File: config.mk
export PLATFORM = sky130hd
export DESIGN_NAME = fir_fold_ctrl
export DESIGN_NICKNAME = d
export VERILOG_FILES = /design/src/rtl/fir_pkg.sv /design/src/rtl/fir_mac.sv /design/src/rtl/fir_fold_ctrl.sv
export SDC_FILE = /design/constraint.sdc
export NUM_CORES = 1
export LEC_CHECK = 0
export ABC_CLOCK_PERIOD_IN_PS = 10200
export CORE_UTILIZATION = 28
export DETAILED_ROUTE_END_ITERATION = 12
export SLEW_MARGIN = 10
export SYNTH_ARGS = -nofsm -noshare
export SYNTH_HDL_FRONTEND = slang
export SYNTH_HIERARCHICAL = 1
export SYNTH_SLANG_ARGS = --single-unit
export TNS_END_PERCENT = 20
File: constraint.sdc
create_clock -name clk -period 10.2 [get_ports clk]
set_input_delay 3.06 -clock clk [delete_from_list [all_inputs] [get_ports clk]]
set_output_delay 3.06 -clock clk [all_outputs]
set_load 0.02 [all_outputs]
File: src/rtl/fir_pkg.sv
// Shared definitions for the folded 7-tap FIR: widths, fixed-point constants
// and the MAC sequencing state encoding.
package fir_pkg;

    localparam int NTAPS      = 7;
    localparam int DW         = 8;
    localparam int AW         = 2 * DW;
    localparam int TAP_W      = 3;
    localparam int PROD_SHIFT = 1;
    localparam int Y_MSB      = 15;
    localparam int Y_LSB      = 8;

    typedef enum logic [1:0] {
        IDLE = 2'd0,
        MAC  = 2'd1,
        OUT  = 2'd2
    } state_e;

endpackage

File: src/rtl/fir_mac.sv
// Single shared multiply-accumulate: acc += (a*b) >> 1, wrapping modulo 2^AW.
// y_next is the integer byte of the value acc takes at the coming edge.
module fir_mac
    import fir_pkg::*;
(
    input  logic          clk,
    input  logic          Rst,
    input  logic          clear,
    input  logic          enable,
    input  logic [DW-1:0] a,
    input  logic [DW-1:0] b,
    output logic [DW-1:0] y_next
);

    logic [AW-1:0] prod;
    logic [AW-1:0] term;
    logic [AW-1:0] acc_d;
    logic [AW-1:0] acc_q;

    // NOTE: every always_comb output gets a default first so no path leaves it unassigned (no latch).
    always_comb begin
        prod  = AW'(a) * AW'(b);
        term  = prod >> PROD_SHIFT;
        acc_d = acc_q;
        if (clear) begin
            acc_d = '0;
        end else if (enable) begin
            acc_d = acc_q + term;
        end
    end

    // NOTE: sequential state uses <= so all flops update from pre-edge values.
    always_ff @(posedge clk) begin
        if (Rst) begin
            acc_q <= '0;
        end else begin
            acc_q <= acc_d;
        end
    end

    assign y_next = acc_d[Y_MSB:Y_LSB];

endmodule

File: src/rtl/fir_fold_ctrl.sv
// Folded 7-tap FIR controller: delay line, shadow/active coefficient banks and
// the IDLE -> MAC -> OUT sequencer driving one shared fir_mac.
module fir_fold_ctrl
    import fir_pkg::*;
(
    input  logic             clk,
    input  logic             Rst,
    input  logic             coef_we,
    input  logic [TAP_W-1:0] coef_addr,
    input  logic [DW-1:0]    coef_wdata,
    input  logic             in_valid,
    output logic             in_ready,
    input  logic [DW-1:0]    Xin,
    output logic             out_valid,
    input  logic             out_ready,
    output logic [DW-1:0]    Yout,
    output logic             busy
);

    state_e             state_q, state_d;
    logic [TAP_W-1:0]   tap_q, tap_d;
    logic [DW-1:0]      x_q      [NTAPS];
    logic [DW-1:0]      x_d      [NTAPS];
    logic [DW-1:0]      shadow_q [NTAPS];
    logic [DW-1:0]      shadow_d [NTAPS];
    logic [DW-1:0]      active_q [NTAPS];
    logic [DW-1:0]      active_d [NTAPS];
    logic [DW-1:0]      yout_q, yout_d;
    logic               out_valid_q, out_valid_d;
    logic [DW-1:0]      y_next;
    logic               accept;
    logic               last_tap;

    assign accept   = (state_q == IDLE) && in_valid;
    assign last_tap = (tap_q == TAP_W'(NTAPS - 1));

    always_ff @(posedge clk) begin
        if (Rst) begin
            state_q <= IDLE;
        end else begin
            state_q <= state_d;
        end
    end

    always_comb begin
        state_d = state_q;
        case (state_q)
            IDLE:    if (in_valid)  state_d = MAC;
            MAC:     if (last_tap)  state_d = OUT;
            OUT:     if (out_ready) state_d = IDLE;
            default:                state_d = IDLE;
        endcase
    end

    always_comb begin
        in_ready = (state_q == IDLE);
        busy     = (state_q != IDLE);
    end

    always_comb begin
        x_d         = x_q;
        shadow_d    = shadow_q;
        active_d    = active_q;
        tap_d       = tap_q;
        yout_d      = yout_q;
        out_valid_d = out_valid_q;

        // Shadow writes land regardless of state; the active bank only changes on accept.
        if (coef_we && (coef_addr < TAP_W'(NTAPS))) begin
            shadow_d[coef_addr] = coef_wdata;
        end

        if (accept) begin
            x_d[0] = Xin;
            for (int k = 1; k < NTAPS; k++) begin
                x_d[k] = x_q[k-1];
            end
            active_d = shadow_q;
            tap_d    = '0;
        end

        if (state_q == MAC) begin
            tap_d = tap_q + TAP_W'(1);
            if (last_tap) begin
                yout_d      = y_next;
                out_valid_d = 1'b1;
            end
        end

        if ((state_q == OUT) && out_ready) begin
            out_valid_d = 1'b0;
        end
    end

    // NOTE: the delay line and coefficient banks are small flop arrays, so they are reset
    // explicitly; a fresh filter must see zero history and zero taps.
    always_ff @(posedge clk) begin
        if (Rst) begin
            for (int k = 0; k < NTAPS; k++) begin
                x_q[k]      <= '0;
                shadow_q[k] <= '0;
                active_q[k] <= '0;
            end
            tap_q       <= '0;
            yout_q      <= '0;
            out_valid_q <= 1'b0;
        end else begin
            x_q         <= x_d;
            shadow_q    <= shadow_d;
            active_q    <= active_d;
            tap_q       <= tap_d;
            yout_q      <= yout_d;
            out_valid_q <= out_valid_d;
        end
    end

    fir_mac u_mac (
        .clk    (clk),
        .Rst    (Rst),
        .clear  (accept),
        .enable (state_q == MAC),
        .a      (active_q[tap_q]),
        .b      (x_q[tap_q]),
        .y_next (y_next)
    );

    assign out_valid = out_valid_q;
    assign Yout      = yout_q;

endmodule

== Word level (Yosys, flattened, before mapping) ==
Cells that the tools add are included.
W data, S select, Z words.

* Register bits after elaboration: 198
* Logic and storage cells: 70
* Input port bits: 24
* Output and inout port bits: 11

* Bitwise operators: 2
* $add $sub $neg: 2
* Multiply operators: 1
* Reduce and logical (&&, ||, !) cells: 11
* $lt $le $gt $ge: 4
* Equal/unequal tests: 6
* Muxes and demuxes: 17

{| class="wikitable"
|+ Operators by type and width
! operator !! count
|-
| $bwmux W56 || 1
|-
| $bmux W8 S3 || 2
|-
| $mux W8 || 5
|-
| $mux W16 || 2
|-
| $demux W8 S3 || 1
|-
| $add A16 B15 Y16 || 1
|-
| $mul A8 B8 Y16 || 1
|-
| $ge A4 B4 Y1 const B || 2
|-
| $not A3 Y4 || 2
|-
| $mux W2 || 3
|-
| $mux W3 || 2
|-
| $ne A2 B2 Y1 const B || 3
|-
| $pmux W2 S3 || 1
|-
| $logic_and A1 B1 Y1 || 4
|-
| $lt A4 B1 Y1 const B || 1
|-
| $reduce_bool A2 Y1 || 2
|-
| $reduce_or A2 Y1 || 2
|-
| $add A3 B1 Y3 const B || 1
|-
| $eq A3 B3 Y1 const B || 1
|-
| $lt A3 B3 Y1 const B || 1
|-
| $reduce_and A3 Y1 || 1
|-
| $eq A2 B1 Y1 const B || 1
|-
| $eq A2 B2 Y1 const B || 1
|-
| $logic_not A2 Y1 || 1
|-
| $reduce_and A2 Y1 || 1
|}

== Longest topological paths before layout ==
* Word-level depth: 8
* Gate-level depth with buffers: 29

== Modules after synthesis ==
Netlist, hierarchy kept.

{| class="wikitable"
|+ By module, submodules not included
! module !! instances !! cells each !! area an instance (µm²)
|-
| fir_fold_ctrl || 1 || 881 || 7388.3
|-
| fir_mac || 1 || 470 || 3782.4
|}

== Worst setup path after synthesis ==
OpenSTA, ideal clock, no wires.

* Path type: register -> register
* Start point: reg tap_q[0]
* End point: reg u_mac.acc_q[14]
* Arrival time: 6.487 ns
* Data required time: 10.073 ns
* Cell stages (with the launch flop): 25
* Path slack: 3.586 ns
* Cells stage by stage: dfxtp_1 > nor2b_1 > clkbuf_1 > a221oi_1 > a221oi_1 > and2_1 > fa_1 > fa_1 > fa_1 > inv_1 > fa_1 > inv_1 > ha_1 > or4_1 > o21ai_1 > o31ai_1 > a21oi_1 > xnor2_1 > ha_1 > clkbuf_1 > and3_1 > and2_1 > a2bb2oi_1 > a2111oi_0 > or3b_1

* Cells in the longest elaborated chain, start to end: 8
* Elaborated cells on any way between the ends: 11
* Classes of those cells: 1 x add/sub; 1 x mul; 8 x mux; 1 x bitwise

{| class="wikitable"
|+ Ends and longest elaborated chain
! item !! RTL line !! RTL
|-
| from (decl) || fir_fold_ctrl.sv:21 || <nowiki>logic [TAP_W-1:0] tap_q, tap_d;</nowiki>
|-
| from (signal assigned) || fir_fold_ctrl.sv:111 || <nowiki>tap_q <= tap_d;</nowiki>
|-
| $not A3 Y4 (implied by the code) * || fir_fold_ctrl.sv:122, fir_fold_ctrl.sv:123 ||
|-
| $bmux W8 S3 (on tied branches) || fir_fold_ctrl.sv:122, fir_fold_ctrl.sv:123 ||
|-
| $mux W8 (on tied branches) (2 in series) || fir_fold_ctrl.sv:122, fir_fold_ctrl.sv:123 ||
|-
| $mul A8 B8 Y16 * || fir_mac.sv:22 || <nowiki>prod = AW'(a) * AW'(b);</nowiki>
|-
| $add A16 B15 Y16 * || fir_mac.sv:28 || <nowiki>acc_d = acc_q + term;</nowiki>
|-
| $mux W16 * || fir_mac.sv:27 || <nowiki>end else if (enable) begin</nowiki>
|-
| $mux W16 * || fir_mac.sv:25 || <nowiki>if (clear) begin</nowiki>
|-
| to (signal assigned) || fir_mac.sv:35 || <nowiki>acc_q <= '0;</nowiki>
|-
| to (signal assigned) || fir_mac.sv:37 || <nowiki>acc_q <= acc_d;</nowiki>
|-
| to (decl) || fir_mac.sv:18 || <nowiki>logic [AW-1:0] acc_q;</nowiki>
|}

Mark *: on every way between the ends. The rest lies on a longest branch, timed or not. The select of a mux whose other input is x is not followed.
A chain may end at the register's enable or synchronous reset.

== Final worst setup path ==
* Start point: reg tap_q[1]
* End point: reg u_mac.acc_q[14]

Same word-level chain as after synthesis.

==> impl_metrics.toml <==
[outcome]
status = "finished, final reports clean"

[cts]
path_clk_slew_ns = 0.07
cts_resized = 0
hold_buffers = 0
cts_setup_buffers = 0
cts_root_buf = "clkbuf_16"
numCtsBuffers = 17
numClockSinks = 198
htreeDepth = 4
cts_tree = "yes"
clock_latency_ns = 0.44
cts_buffer_depth = 2

[finish]
finalNonFillerCells = 1863
n_antenna_cell = 0
utilization_pct = 32.02
drive_gt1_share_pct = 6.989
final_nets = 1447
area_growth_pct = 11.79

[pwr]
p_leak_nw = 4.649
totalPowerFinal_w = 0.001632
ir_worst_vdd_v = 0.0001109
power_density_mw_per_mm2 = 130.6

[setup_path]
worstSetupPathType = "flop to flop"
worstPathMaxFanout = 24
r2r_end = "u_mac/acc_q[14]"
r2r_setup_slack_ns = 2.23
cp-startpoint = "tap_q[1]"
reg2reg_depth = 23
critPathTopFamily = "adder cells"
arrival_ns = 8.29
slowest_delay_ns = 0.91
cp.depth = 23
critPathBufInv = 3
critical_path.cell_chain = "buf_4, nor2b_1, a221oi_1, a221oi_1, and2_1, fa_1, fa_1, fa_1, inv_1, fa_1, inv_1, ha_1, or4_1, o21ai_1, o31ai_1, a21oi_1, xnor2_1, ha_1, and3_1, and2_1, a2bb2oi_1, a2111oi_0, or3b_1"
crit_slowest_cell = "a221oi_1"
path_common_cell = "fa_1"
critical_path_required_ns = 10.51
worst_setup_path_start_kind = "flop"
reg2reg_from = "tap_q[1]"
critPathCapture = "u_mac/acc_q[14]"
endpoint_kind = "flop"

[worst_hold_path]
worstHoldPathCells = 2
min_path_type = "flop to flop"

[yosys]
async_flop_share_pct = 0
synth_area_mm2 = 0.01117
synth_top_area_cell = "dfxtp_1"
yosysWarningCount = 6
synth_top_cell_area_share_pct = 35.48
synth_seq_cells = 198
synth_fp_nets = 1465
synth.distinct_cells = 73
synth_most_common_cell = "nand2_1"
ys.flop_type = "dfxtp_1"
seq_area_frac_synth_pct = 35.48
synth_edf_count = 0
synth_area_leaders = "dfxtp_1 (35%), nand2_1 (11%), a21oi_1 (7.5%)"
syn_inst = 1351
avgSynthCellArea_um2 = 8.268
synth_commonest_cells = "nand2_1 (332), dfxtp_1 (198), a21oi_1 (168)"

[die]
dieArea_mm2 = 0.04070
core_area_mm2 = 0.03901
initial_core_util_pct = 28.64
io_pins = 35
rows = 72
die_y_um = 201.7
die_x_um = 201.7

[drt]
dr.first_iter.drc_count = 532
drc_errors = 0
antenna_left = 0
post_drt_via_cell_ratio = 4.902
via_count = 9132
first_pass_iters = 5
totalWireLength_mm = 27.54
wire_per_inst_um = 14.78

[sta]
relSlewSlack_pct = 22.39
hold_violations = 0
setup_viol = 0
rsz0062_at_grt = "no"
fmax_mhz = 125.4
fin_crit_sh_pct = 78.18
finalCriticalPeriod_ns = 7.975
tns_ns = 0
fin_skew_ns = 0.01512
slew_violations = 0
tightest_slew_ns = 1.164

[placement]
hpwl_mm = 18.92
port_buffers = 34
dp_cells = 1832
routabilityCongestion = 0.8440

[global_route]
grt-ovfl-total = 0
grt_max_degree = 108
antenna_found_initial = 0
grt_pass1_vias = 8719
grt_first_pass_wirelength_mm = 45.22
grtUsageTotal_pct = 13.63

[run]
cap_violations = 0
## worst reg2reg max path, stage by stage (launching register included)
cell       delay, ns
dfxtp_1         0.30
buf_4           0.24
nor2b_1         0.84
a221oi_1        0.22
a221oi_1        0.91
and2_1          0.28
fa_1            0.42
fa_1            0.53
fa_1            0.54
inv_1           0.05
fa_1            0.52
inv_1           0.04
ha_1            0.24
or4_1           0.53
o21ai_1         0.16
o31ai_1         0.10
a21oi_1         0.17
xnor2_1         0.13
ha_1            0.34
and3_1          0.26
and2_1          0.17
a2bb2oi_1       0.31
a2111oi_0       0.17
or3b_1          0.37
## flip-flops by register name, indices dropped and copies added, names as in the netlist
register and cells:
out_valid 1, x_q 56, shadow_q 56, state_q 2
u_mac/acc_q 16, tap_q 3, Yout 8, active_q 56
## routing by layer
metal | share of wire [%] | track usage [%] | vias up | wire (um)
li1 | - | - | 4560 | -
met5 | 0 | 0 | - | 0
met1 | 46 | 17.74 | 4407 | 12700
met3 | 3.3 | 2.073 | 20 | 915
met4 | 1.0 | 3.463 | 0 | 282
met2 | 50 | 23.40 | 145 | 13650
## stage by stage
step                setup slack (ns)  hold slack, ns  cell area (um^2)
floorplan                      3.586          0.4312             11170
global placement               2.243          0.4359             11900
detailed placement             2.230          0.4427             11900
CTS                            2.168          0.4508             12490
global route                   1.608          0.4699             12490
finish                         2.225          0.4496             12490
## cells in the final DEF, fill, tap and decap left out, types with 12 or more instances in the layout
master / netlist / routed
and2_1: 54 / 54
clkbuf_16: 0 / 17
inv_1: 69 / 69
mux2i_1: 63 / 63
o21ai_0: 12 / 12
nand2_1: 332 / 332
dfxtp_1: 198 / 197
clkdlybuf4s50_1: 0 / 33
mux2_2: 14 / 14
nor2_1: 48 / 47
ha_1: 53 / 53
a21oi_1: 168 / 168
nand3_1: 21 / 21
fa_1: 37 / 37
a221oi_1: 30 / 30
xnor2_1: 14 / 14
## report_power, final
group          internal [W]  switching, W
logic             0.0000467      0.000108
registers          0.000784    0.00000750
clock network      0.000374      0.000312
total               0.00120      0.000427
## layout make-up
class                           count  area, um^2
Fill cell                        4111       26520
Multi-Input combinational cell   1002        6604
Sequential cell                   198        3965
Tap cell                          518       648.1
Clock buffer                       20       446.7
Timing Repair Buffer               44       416.7
Inverter                           70       264.0
Clock inverter                     11       143.9
## logic make-up (layout without fill, tap and decap cells)
logic type,after synthesis,in the layout,share of synthesized area [%]
AO/OA/AOI/OAI,287,287,16.11
AND/OR/NAND/NOR,532,532,21.66
XOR/XNOR,15,15,1.176
multiplexers,78,78,7.157
flip-flops,198,198,35.48
buffers and inverters,151,145,5.847
adder cells (fa/ha/maj),90,90,12.57
## worst min path at each step
| stage | endpoint | slack (ns) | from |
|---|---|---|---|
| 2_1_floorplan | active_q[23] | 0.43 | shadow_q[23] |
| 3_3_place_gp | active_q[31] | 0.44 | shadow_q[31] |
| 3_5_place_dp | active_q[33] | 0.44 | shadow_q[33] |
| 4_1_cts | active_q[45] | 0.45 | shadow_q[45] |
| 5_1_grt | active_q[32] | 0.47 | shadow_q[32] |
| 6_report | active_q[0] | 0.45 | shadow_q[0] |
(Power assumes the default switching activity.)
